--- src/rtl/digit_pulse_generator_if.sv ---
// Control/status bundle of the digit pulse generator.
//   start, stop_req, run_one : one-clk control pulses from the starter / stop_one logic
//   d                        : one-hot digit pulses d0..d[NUM_DIGITS-1]
//   g1_pos, g1_neg           : odd/even minor-cycle gate (complementary)
//   mc_start, mc_end         : minor-cycle boundary strobes
//   running                  : digit pulses are being generated
//   mc_count                 : completed minor cycles since reset (wraps)
//   state_dbg                : FSM state (0 IDLE, 1 RUN, 2 LAST) for observation
// Handshake: there is no valid/ready pair. Each control input is a single-clk
// pulse that is acted on in the clk it is sampled and is never held off.
// Outputs are registered and valid every clk.
interface digit_pulse_generator_if #(
    parameter int NUM_DIGITS = 36
);
    logic                  start;
    logic                  stop_req;
    logic                  run_one;
    logic [NUM_DIGITS-1:0] d;
    logic                  g1_pos;
    logic                  g1_neg;
    logic                  mc_start;
    logic                  mc_end;
    logic                  running;
    logic [15:0]           mc_count;
    logic [1:0]            state_dbg;

    modport master (
        output start, stop_req, run_one,
        input  d, g1_pos, g1_neg, mc_start, mc_end, running, mc_count, state_dbg
    );

    modport slave (
        input  start, stop_req, run_one,
        output d, g1_pos, g1_neg, mc_start, mc_end, running, mc_count, state_dbg
    );
endinterface

--- src/rtl/digit_pulse_generator.sv ---
// Digit pulse generator: timing source producing one-hot digit pulses, the
// odd/even minor-cycle gate and minor-cycle boundary strobes, with run, stop
// and single-minor-cycle control that only ever halts on a minor-cycle boundary.
// Ports:
//   clk   : system clock
//   reset : synchronous, active-high reset
//   bus   : digit_pulse_generator_if.slave (controls in, pulses/status out)
module digit_pulse_generator #(
    parameter int NUM_DIGITS = 36,
    parameter int DIV        = 1
) (
    input  logic                    clk,
    input  logic                    reset,
    digit_pulse_generator_if.slave  bus
);
    localparam int DIV_W = (DIV > 1) ? $clog2(DIV) : 1;
    localparam int DIG_W = $clog2(NUM_DIGITS);
    localparam logic [DIV_W-1:0] DIV_MAX = DIV_W'(DIV - 1);
    localparam logic [DIG_W-1:0] DIG_MAX = DIG_W'(NUM_DIGITS - 1);

    typedef enum logic [1:0] {
        S_IDLE = 2'd0,
        S_RUN  = 2'd1,
        S_LAST = 2'd2
    } state_t;

    state_t                state, state_n;
    logic [DIV_W-1:0]      div_cnt, div_n;
    logic [DIG_W-1:0]      dig_cnt, dig_n;
    logic                  end_dp, end_mc, active, running_n;
    logic [NUM_DIGITS-1:0] d_q;
    logic                  g1_q, mc_start_q, mc_end_q, running_q;
    logic [15:0]           mc_count_q;

    // Counters always describe the digit being shown this clk; the outputs are
    // registered from the next-cycle values so they line up with the counters.
    always_comb begin
        end_dp  = (div_cnt == DIV_MAX);
        end_mc  = end_dp && (dig_cnt == DIG_MAX);
        active  = (state != S_IDLE);
        state_n = state;
        case (state)
            // stop_req beats both start requests; run_one beats start.
            S_IDLE: begin
                if (!bus.stop_req) begin
                    if (bus.run_one)    state_n = S_LAST;
                    else if (bus.start) state_n = S_RUN;
                end
            end
            // A stop arriving on the very last clk of a minor cycle halts right
            // at that boundary instead of running one more cycle.
            S_RUN: begin
                if (end_mc && bus.stop_req)          state_n = S_IDLE;
                else if (bus.stop_req || bus.run_one) state_n = S_LAST;
            end
            S_LAST: begin
                if (end_mc) state_n = S_IDLE;
            end
            default: state_n = S_IDLE;
        endcase

        // Counters are held at 0 in IDLE and wrap to 0 at every minor-cycle
        // end, so a restart always begins with a full-length d0.
        div_n = '0;
        dig_n = '0;
        if (active && !end_mc) begin
            div_n = end_dp ? '0 : div_cnt + 1'b1;
            dig_n = end_dp ? dig_cnt + 1'b1 : dig_cnt;
        end
        running_n = (state_n != S_IDLE);
    end

    always_ff @(posedge clk) begin
        if (reset) begin
            state      <= S_IDLE;
            div_cnt    <= '0;
            dig_cnt    <= '0;
            d_q        <= '0;
            g1_q       <= 1'b0;
            mc_start_q <= 1'b0;
            mc_end_q   <= 1'b0;
            running_q  <= 1'b0;
            mc_count_q <= '0;
        end else begin
            state      <= state_n;
            div_cnt    <= div_n;
            dig_cnt    <= dig_n;
            running_q  <= running_n;
            d_q        <= running_n ? (NUM_DIGITS'(1) << dig_n) : '0;
            mc_start_q <= running_n && (dig_n == '0) && (div_n == '0);
            mc_end_q   <= running_n && (dig_n == DIG_MAX) && (div_n == DIV_MAX);
            // Parity flips on the boundary edge, so the new value appears with
            // the next d0; it is kept through IDLE.
            if (active && end_mc) begin
                mc_count_q <= mc_count_q + 16'd1;
                g1_q       <= ~g1_q;
            end
        end
    end

    assign bus.d         = d_q;
    assign bus.g1_pos    = g1_q;
    assign bus.g1_neg    = ~g1_q;
    assign bus.mc_start  = mc_start_q;
    assign bus.mc_end    = mc_end_q;
    assign bus.running   = running_q;
    assign bus.mc_count  = mc_count_q;
    assign bus.state_dbg = state;
endmodule
--- src/flat_wrapper.sv ---
// flat-port wrapper written by rule: the top's interface ports become plain ports
module digit_pulse_generator_flat 
#(
    parameter int NUM_DIGITS = 36,
    parameter int DIV        = 1
)
  (clk, reset, bus_start, bus_stop_req, bus_run_one, bus_d, bus_g1_pos, bus_g1_neg, bus_mc_start, bus_mc_end, bus_running, bus_mc_count, bus_state_dbg);
  digit_pulse_generator_if #(.NUM_DIGITS(NUM_DIGITS)) bus_i ();
  input  logic clk;
  input  logic reset;
  input wire logic [$bits(bus_i.start)-1:0] bus_start;
  input wire logic [$bits(bus_i.stop_req)-1:0] bus_stop_req;
  input wire logic [$bits(bus_i.run_one)-1:0] bus_run_one;
  output wire logic [$bits(bus_i.d)-1:0] bus_d;
  output wire logic [$bits(bus_i.g1_pos)-1:0] bus_g1_pos;
  output wire logic [$bits(bus_i.g1_neg)-1:0] bus_g1_neg;
  output wire logic [$bits(bus_i.mc_start)-1:0] bus_mc_start;
  output wire logic [$bits(bus_i.mc_end)-1:0] bus_mc_end;
  output wire logic [$bits(bus_i.running)-1:0] bus_running;
  output wire logic [$bits(bus_i.mc_count)-1:0] bus_mc_count;
  output wire logic [$bits(bus_i.state_dbg)-1:0] bus_state_dbg;
  assign bus_i.start = bus_start;
  assign bus_i.stop_req = bus_stop_req;
  assign bus_i.run_one = bus_run_one;
  assign bus_d = bus_i.d;
  assign bus_g1_pos = bus_i.g1_pos;
  assign bus_g1_neg = bus_i.g1_neg;
  assign bus_mc_start = bus_i.mc_start;
  assign bus_mc_end = bus_i.mc_end;
  assign bus_running = bus_i.running;
  assign bus_mc_count = bus_i.mc_count;
  assign bus_state_dbg = bus_i.state_dbg;
  digit_pulse_generator #(.NUM_DIGITS(NUM_DIGITS), .DIV(DIV)) u_core (.clk(clk), .reset(reset), .bus(bus_i));
endmodule
--- config.mk ---
export PLATFORM = sky130hd
export DESIGN_NAME = digit_pulse_generator_flat
export DESIGN_NICKNAME = d
export VERILOG_FILES = /design/src/rtl/digit_pulse_generator_if.sv /design/src/rtl/digit_pulse_generator.sv /design/src/flat_wrapper.sv
export SDC_FILE = /design/constraint.sdc
export NUM_CORES = 1
export LEC_CHECK = 0
export CAP_MARGIN = 0
export CORE_UTILIZATION = 45
export CTS_CLUSTER_SIZE = 16
export DETAILED_ROUTE_END_ITERATION = 12
export PLACE_DENSITY = 0.75
export SLEW_MARGIN = 20
export SYNTH_ARGS = -nofsm -noshare
export SYNTH_HDL_FRONTEND = slang
export SYNTH_SLANG_ARGS = --single-unit
--- constraint.sdc ---
create_clock -name clk -period 3.7 [get_ports clk]
set_input_delay 1.11 -clock clk [delete_from_list [all_inputs] [get_ports clk]]
set_output_delay 1.11 -clock clk [all_outputs]
set_load 0.02 [all_outputs]
==> results.md, run 1 <==
- Status: finished, final reports clean
- Post-DP HPWL: 3930 um
- Global-route met2 utilization: 32.3%
- Initial antenna violation count: 0
- Post_cts resized: 0
- Vias in the first global route: 1947
- Actual slew at the worst max-slew pin: 0.682 ns
- Slew HR: 54.5%
- CTS root buf: clkbuf_8
- Yosys top cell area share: 51.7%
- WP buf/inv: 1
- ANT cells: 0
- Port bufs: 63
- Tmin final: 2.68 ns
- Post-synth cell types: 45
- Min-delay worst type: flop to flop
- Top_reg_cell synth: dfxtp_1
- Critical Path RT: 2.59 ns
- Critical Path Source: u_core.bus.state_dbg[0]$_SDFF_PP0_
- NetSw: 0.310 mW
- Total power: 1.41 mW
- Pwr Density: 420 nW/um^2
- FF+latch count, synth: 64
- Kind of start point of the critical path: flop
- Crit path to: bus_state_dbg[0]
- Average size of a mapped cell: 9.88 sq um
- Crit path arrival time: 1.57 ns
- Share of synthesized registers carrying an async set or reset: 0%
- Post-CTS setup repair buffer count: 0
- Max Fclk: 373 MHz
- Clock tree sinks: 64
- Synth-to-layout area growth: 35.1%
- Grt peak-use layer: met2
- CTS tree: yes
- Crit path depth: 1
- Synth top area cells: dfxtp_1 52%, nor4_1 4.0%, nor3_1 3.4%
- Net Sw Frac: 22.0%
- Grt ovf: 0
- Largest net degree at the start of global routing: 28
- Setup violations, final: 0
- CTS Buf Count: 9
- Grt met1 use: 27.3%
- Reg2reg start: u_core.dig_cnt[0]$_SDFF_PP0_
- Clk Latency, worst-skew pair: 0.34 ns
- TNS Setup: 0 ns
- Reg2Reg Setup Slack: 1.50 ns
- WL final: 5610 um
- CTS Hold Bufs: 0
- EDFF count, synth: 0
- Leak: 1.12 nW
- Slowest CP cell: clkdlybuf4s50_1
- Die Y: 76.2 um
- Max clock buf depth: 2
- Seq pwr share: 49.8%
- Fin nets: 322
- Synthesized instance count: 251
- Clock power share: 45.1%
- DR iter-0 viols: 131
- Crit-path cells: clkdlybuf4s50_1
- All-layer global routing usage: 20.9%
- DRT antenna net count: 0
- Syn. warnings: 0
- Combinational Power Share: 5.1%
- Internal power: 1.10 mW
- Die area: 5810 sq um
- CP max FO: 8
- Top-count cell post-synth: dfxtp_1
- Max VDD drop: 0.260 mV
- Vias: 2155
- R2R cell count: 5
- Final hold vios: 0
- Syn Nets: 258
- Critical Path Sink Type: output pin
- Cell taking the most area after synthesis: dfxtp_1
- WL/cell: 14.4 um
- Seq/Total Area, Yosys: 51.7%
- Clock transition at path regs: 0.06 ns
- Crit Path Class: flop to output pin
- RePlAce Congestion: 0.800
- Via density: 5.53
- Slowest stage delay, CP: 0.68 ns
- Clock skew: 0.00752 ns
- CP top delay family: buffers and inverters
- RR Endpoint: u_core.bus.mc_count[5]$_SDFFE_PP0P_
- Drt first pass iters: 4
- Fin crit share: 72.4%
- Residual DRC count: 0
- Post-Syn Area: 2480 sq um
- Core footprint: 5200 sq um
- H-tree depth: 3
- Post-Layout Cell Count: 390
- First-pass GRT wire length: 9600 um
- Layout cells sized above 1: 10.0%
- Die width: 76.2 um
- RSZ-0062 raised after global routing: false
- Top post-synthesis cells by count: 64 x dfxtp_1, 18 x nor2_1, 17 x nor3_1
- Max Slew Vio Count: 0
- Max cap viols: 0
- I/O pin cnt: 64
- Met3 Track Usage GR: 5.99%
- Number of placement rows: 26
- Placed cell count: 374
- Initial cell density of the core: 47.6%
[metrics by stage]
stage	utilization, %	hold slack (ns)	cell area, sq um	setup WS [ns]
after global routing	64.4	0.529	3350	0.977
final	64.4	0.510	3350	1.02
after CTS	64.4	0.513	3350	1.01
after detailed placement	60.3	0.502	3140	0.836
after floorplan	-	0.531	2480	1.39
after global placement	60.3	0.479	3140	0.977
[state kept, by name, summed over array words and instances (netlist names)]
register              count
u_core.bus.state_dbg      2
u_core.bus.mc_start       1
u_core.bus.d             36
u_core.bus.running        1
u_core.bus.mc_count      16
u_core.bus.mc_end         1
u_core.bus.g1_pos         1
u_core.dig_cnt            6
[cells by family after synthesis]
family	after synthesis	share of synthesized area (%)
AO/OA/AOI/OAI	38	10.8
XOR/XNOR	8	3.58
adder cells (fa/ha/maj)	2	1.01
flip-flops	64	51.7
multiplexers	2	0.908
buffers and inverters	19	4.04
AND/OR/NAND/NOR	118	28.0
[layer usage]
layer  up-vias  routed length (um)
li1       1058                   -
met4         0                  91
met5         -                   0
met2        81                2630
met3         9                 306
met1      1007                2580
[power by group through the flow]
stage	Combinational [mW]	Clock, mW	Sequential, mW
finish	0.0715	0.634	0.701
global route	0.0780	0.679	0.702
CTS	0.0711	0.646	0.701
detailed placement	0.0709	0	0.717
global placement	0.0701	0	0.717
floorplan	0.0416	0	0.722
[how the worst min path moves through the flow]
stage	cells after the start	endpoint	start
after floorplan	1	u_core.dig_cnt[0]$_SDFF_PP0_	u_core.dig_cnt[0]$_SDFF_PP0_
after global placement	2	u_core.bus.mc_count[14]$_SDFFE_PP0P_	u_core.bus.mc_count[14]$_SDFFE_PP0P_
after detailed placement	2	u_core.bus.mc_count[13]$_SDFFE_PP0P_	u_core.bus.mc_count[13]$_SDFFE_PP0P_
after CTS	2	u_core.bus.mc_count[12]$_SDFFE_PP0P_	u_core.bus.mc_count[12]$_SDFFE_PP0P_
after global routing	2	u_core.bus.mc_count[5]$_SDFFE_PP0P_	u_core.bus.mc_count[5]$_SDFFE_PP0P_
final	2	u_core.bus.mc_count[13]$_SDFFE_PP0P_	u_core.bus.mc_count[13]$_SDFFE_PP0P_
[cell type report]
class                           instances  area (sq um)
Fill cell                             456          1850
Sequential cell                        64          1280
Multi-Input combinational cell        168          1100
Timing Repair Buffer                   65           646
Clock buffer                           10           128
Tap cell                               70          87.6
Clock inverter                          6          83.8
Inverter                                7          26.3
[placed cells by master, fill, tap and decap left out, types with 3 or more instances in the layout]
cell type,instances
nor3_1,17
o31ai_1,9
and3_1,8
clkdlybuf4s50_1,63
clkinv_2,3
nand2b_1,3
and4_1,3
nor4_1,16
or4_1,10
clkbuf_8,9
a21oi_1,14
dfxtp_1,64
nor2_1,18
nand3_1,9
inv_1,7
xnor2_1,5
o21ai_0,3
nand4_1,6
nand2_1,13
(Power assumes the default switching activity.)
==> inputs of run 2 (changes only) <==
==> constraint.sdc (replaced) <==
create_clock -name clk -period 2.8 [get_ports clk]
set_input_delay 0.84 -clock clk [delete_from_list [all_inputs] [get_ports clk]]
set_output_delay 0.84 -clock clk [all_outputs]
set_load 0.02 [all_outputs]
==> results.md, run 2 (synthesis results as in run 1) <==
- Status: finished, final reports clean
- TNS Setup: 0 ns
- Die width: 76.2 um
- Number of flip-flops in the largest register: 36
- Post-DP HPWL: 3720 um
- Pwr Density: 529 nW/um^2
- Max clock buf depth: 2
- Max cap viols: 0
- Final setup margin: 0.412 ns
- Initial antenna violation count: 0
- Die area: 5810 sq um
- Max Slew Vio Count: 0
- WL/cell: 13.5 um
- H-tree depth: 3
- ANT cells: 0
- Initial cell density of the core: 47.6%
- Die Y: 76.2 um
- I/O pin cnt: 64
- CP max FO: 8
- Final hold vios: 0
- Actual slew at the worst max-slew pin: 0.694 ns
- Global-route met2 utilization: 29.7%
- Port bufs: 63
- All-layer global routing usage: 19.4%
- CTS Buf Count: 9
- Fin nets: 322
- Tmin final: 2.39 ns
- Critical Path Sink Type: output pin
- CTS Hold Bufs: 0
- CTS root buf: clkbuf_8
- WL final: 5250 um
- Max VDD drop: 0.489 mV
- Max Fclk: 419 MHz
- Clock transition at path regs: 0.07 ns
- Layout cells sized above 1: 10.3%
- Setup violations, final: 0
- Core footprint: 5200 sq um
- Via density: 5.43
- Met3 Track Usage GR: 4.91%
- Clock skew: 0.00784 ns
- Grt peak-use layer: met2
- WP buf/inv: 1
- DR iter-0 viols: 87
- DRT antenna net count: 0
- Largest net degree at the start of global routing: 28
- Setup WS pre-CTS: -0.0579 ns
- Kind of start point of the critical path: flop
- Clk Latency, worst-skew pair: 0.34 ns
- Post-CTS setup repair buffer count: 0
- Post_cts resized: 0
- Slowest stage delay, CP: 0.68 ns
- Number of placement rows: 26
- Crit Path Class: flop to output pin
- Slowest CP cell: clkdlybuf4s50_1
- Clock tree sinks: 64
- Drt first pass iters: 4
- Slew HR: 53.8%
- Crit path arrival time: 1.55 ns
- Vias: 2119
- Residual DRC count: 0
- Leak: 1.11 nW
- Min-delay worst type: flop to flop
- Crit-path cells: clkdlybuf4s50_1
- Grt ovf: 0
- RSZ-0062 raised after global routing: false
- Fin crit share: 85.3%
- Synth-to-layout area growth: 34.6%
- Critical Path RT: 1.96 ns
- Grt met1 use: 26.0%
- First-pass GRT wire length: 8940 um
- RePlAce Congestion: 0.811
- Vias in the first global route: 1845
- Most common cell after layout, fill and taps aside: dfxtp_1
- CTS tree: yes
- CP top delay family: buffers and inverters
- Most frequent cells in the layout: 64 x dfxtp_1, 63 x clkdlybuf4s50_1, 18 x nor2_1, 17 x nor3_1, 16 x nor4_1
run 2: changes by cell type in the layout (fill, tap and decap cells not counted), moves of 2 or more:
cell / change
clkinv_2: -2
inv_6: +2
bufinv_16: -2
clkbuf_8: +2
run 2: where the power goes:
part	switching (mW)	total [mW]	internal, mW
logic	0.0608	0.0947	0.0340
registers	0.00813	0.926	0.918
clock network	0.370	0.745	0.376
run 2: worst paths after layout:
path	startpoint	to	slack (ns)	cells past startpoint
worst max register to register	u_core.dig_cnt[0]$_SDFF_PP0_	u_core.bus.d[8]$_SDFF_PP0_	0.62	5
worst max-delay path	u_core.bus.state_dbg[1]$_SDFF_PP0_	bus_state_dbg[1]	0.41	1
worst min-delay path	u_core.bus.mc_count[14]$_SDFFE_PP0P_	u_core.bus.mc_count[14]$_SDFFE_PP0P_	0.50	2
worst min register to register	u_core.bus.mc_count[14]$_SDFFE_PP0P_	u_core.bus.mc_count[14]$_SDFFE_PP0P_	0.50	2
run 2: metrics by stage:
| stage | instances | utilization (%) | hold slack, ns | cell area, sq um | power, mW |
|---|---|---|---|---|---|
| after global placement | 374 | 60.3 | 0.482 | 3140 | 1.04 |
| final | 390 | 64.1 | 0.499 | 3340 | 1.77 |
| after global routing | 390 | 64.1 | 0.517 | 3340 | 1.83 |
| after detailed placement | 374 | 60.3 | 0.484 | 3140 | 1.04 |
| after floorplan | 251 | - | 0.531 | 2480 | 1.01 |
| after CTS | 390 | 64.0 | 0.495 | 3330 | 1.77 |
run 2: area by class of cell:
| type | count | area (sq um) |
|---|---|---|
| multi-input combinational | 168 | 1110 |
| clock buffer | 11 | 151 |
| timing repair buffer | 65 | 646 |
| fill | 458 | 1870 |
| clock inverter | 5 | 38.8 |
| inverter | 7 | 26.3 |
| tap | 70 | 87.6 |
| sequential | 64 | 1280 |
run 2: layer usage:
metal,share of wire [%],routed length [um]
met1,47,2460
met2,47,2490
met3,3.9,204
met4,1.8,96
met5,0,0
==> inputs of run 3 (changes only) <==
--- a/config.mk
+++ b/config.mk
@@ -5,10 +5,11 @@
 export SDC_FILE = /design/constraint.sdc
 export NUM_CORES = 1
 export LEC_CHECK = 0
-export CAP_MARGIN = 0
 export CORE_UTILIZATION = 45
+export CTS_BUF_LIST = sky130_fd_sc_hd__clkbuf_8 sky130_fd_sc_hd__clkbuf_16
 export CTS_CLUSTER_SIZE = 16
 export DETAILED_ROUTE_END_ITERATION = 12
+export HOLD_SLACK_MARGIN = 0.05
 export PLACE_DENSITY = 0.75
 export SLEW_MARGIN = 20
 export SYNTH_ARGS = -nofsm -noshare
==> results of run 3 <==
No change in the layout: final DEF, timing and power equal those of run 2.
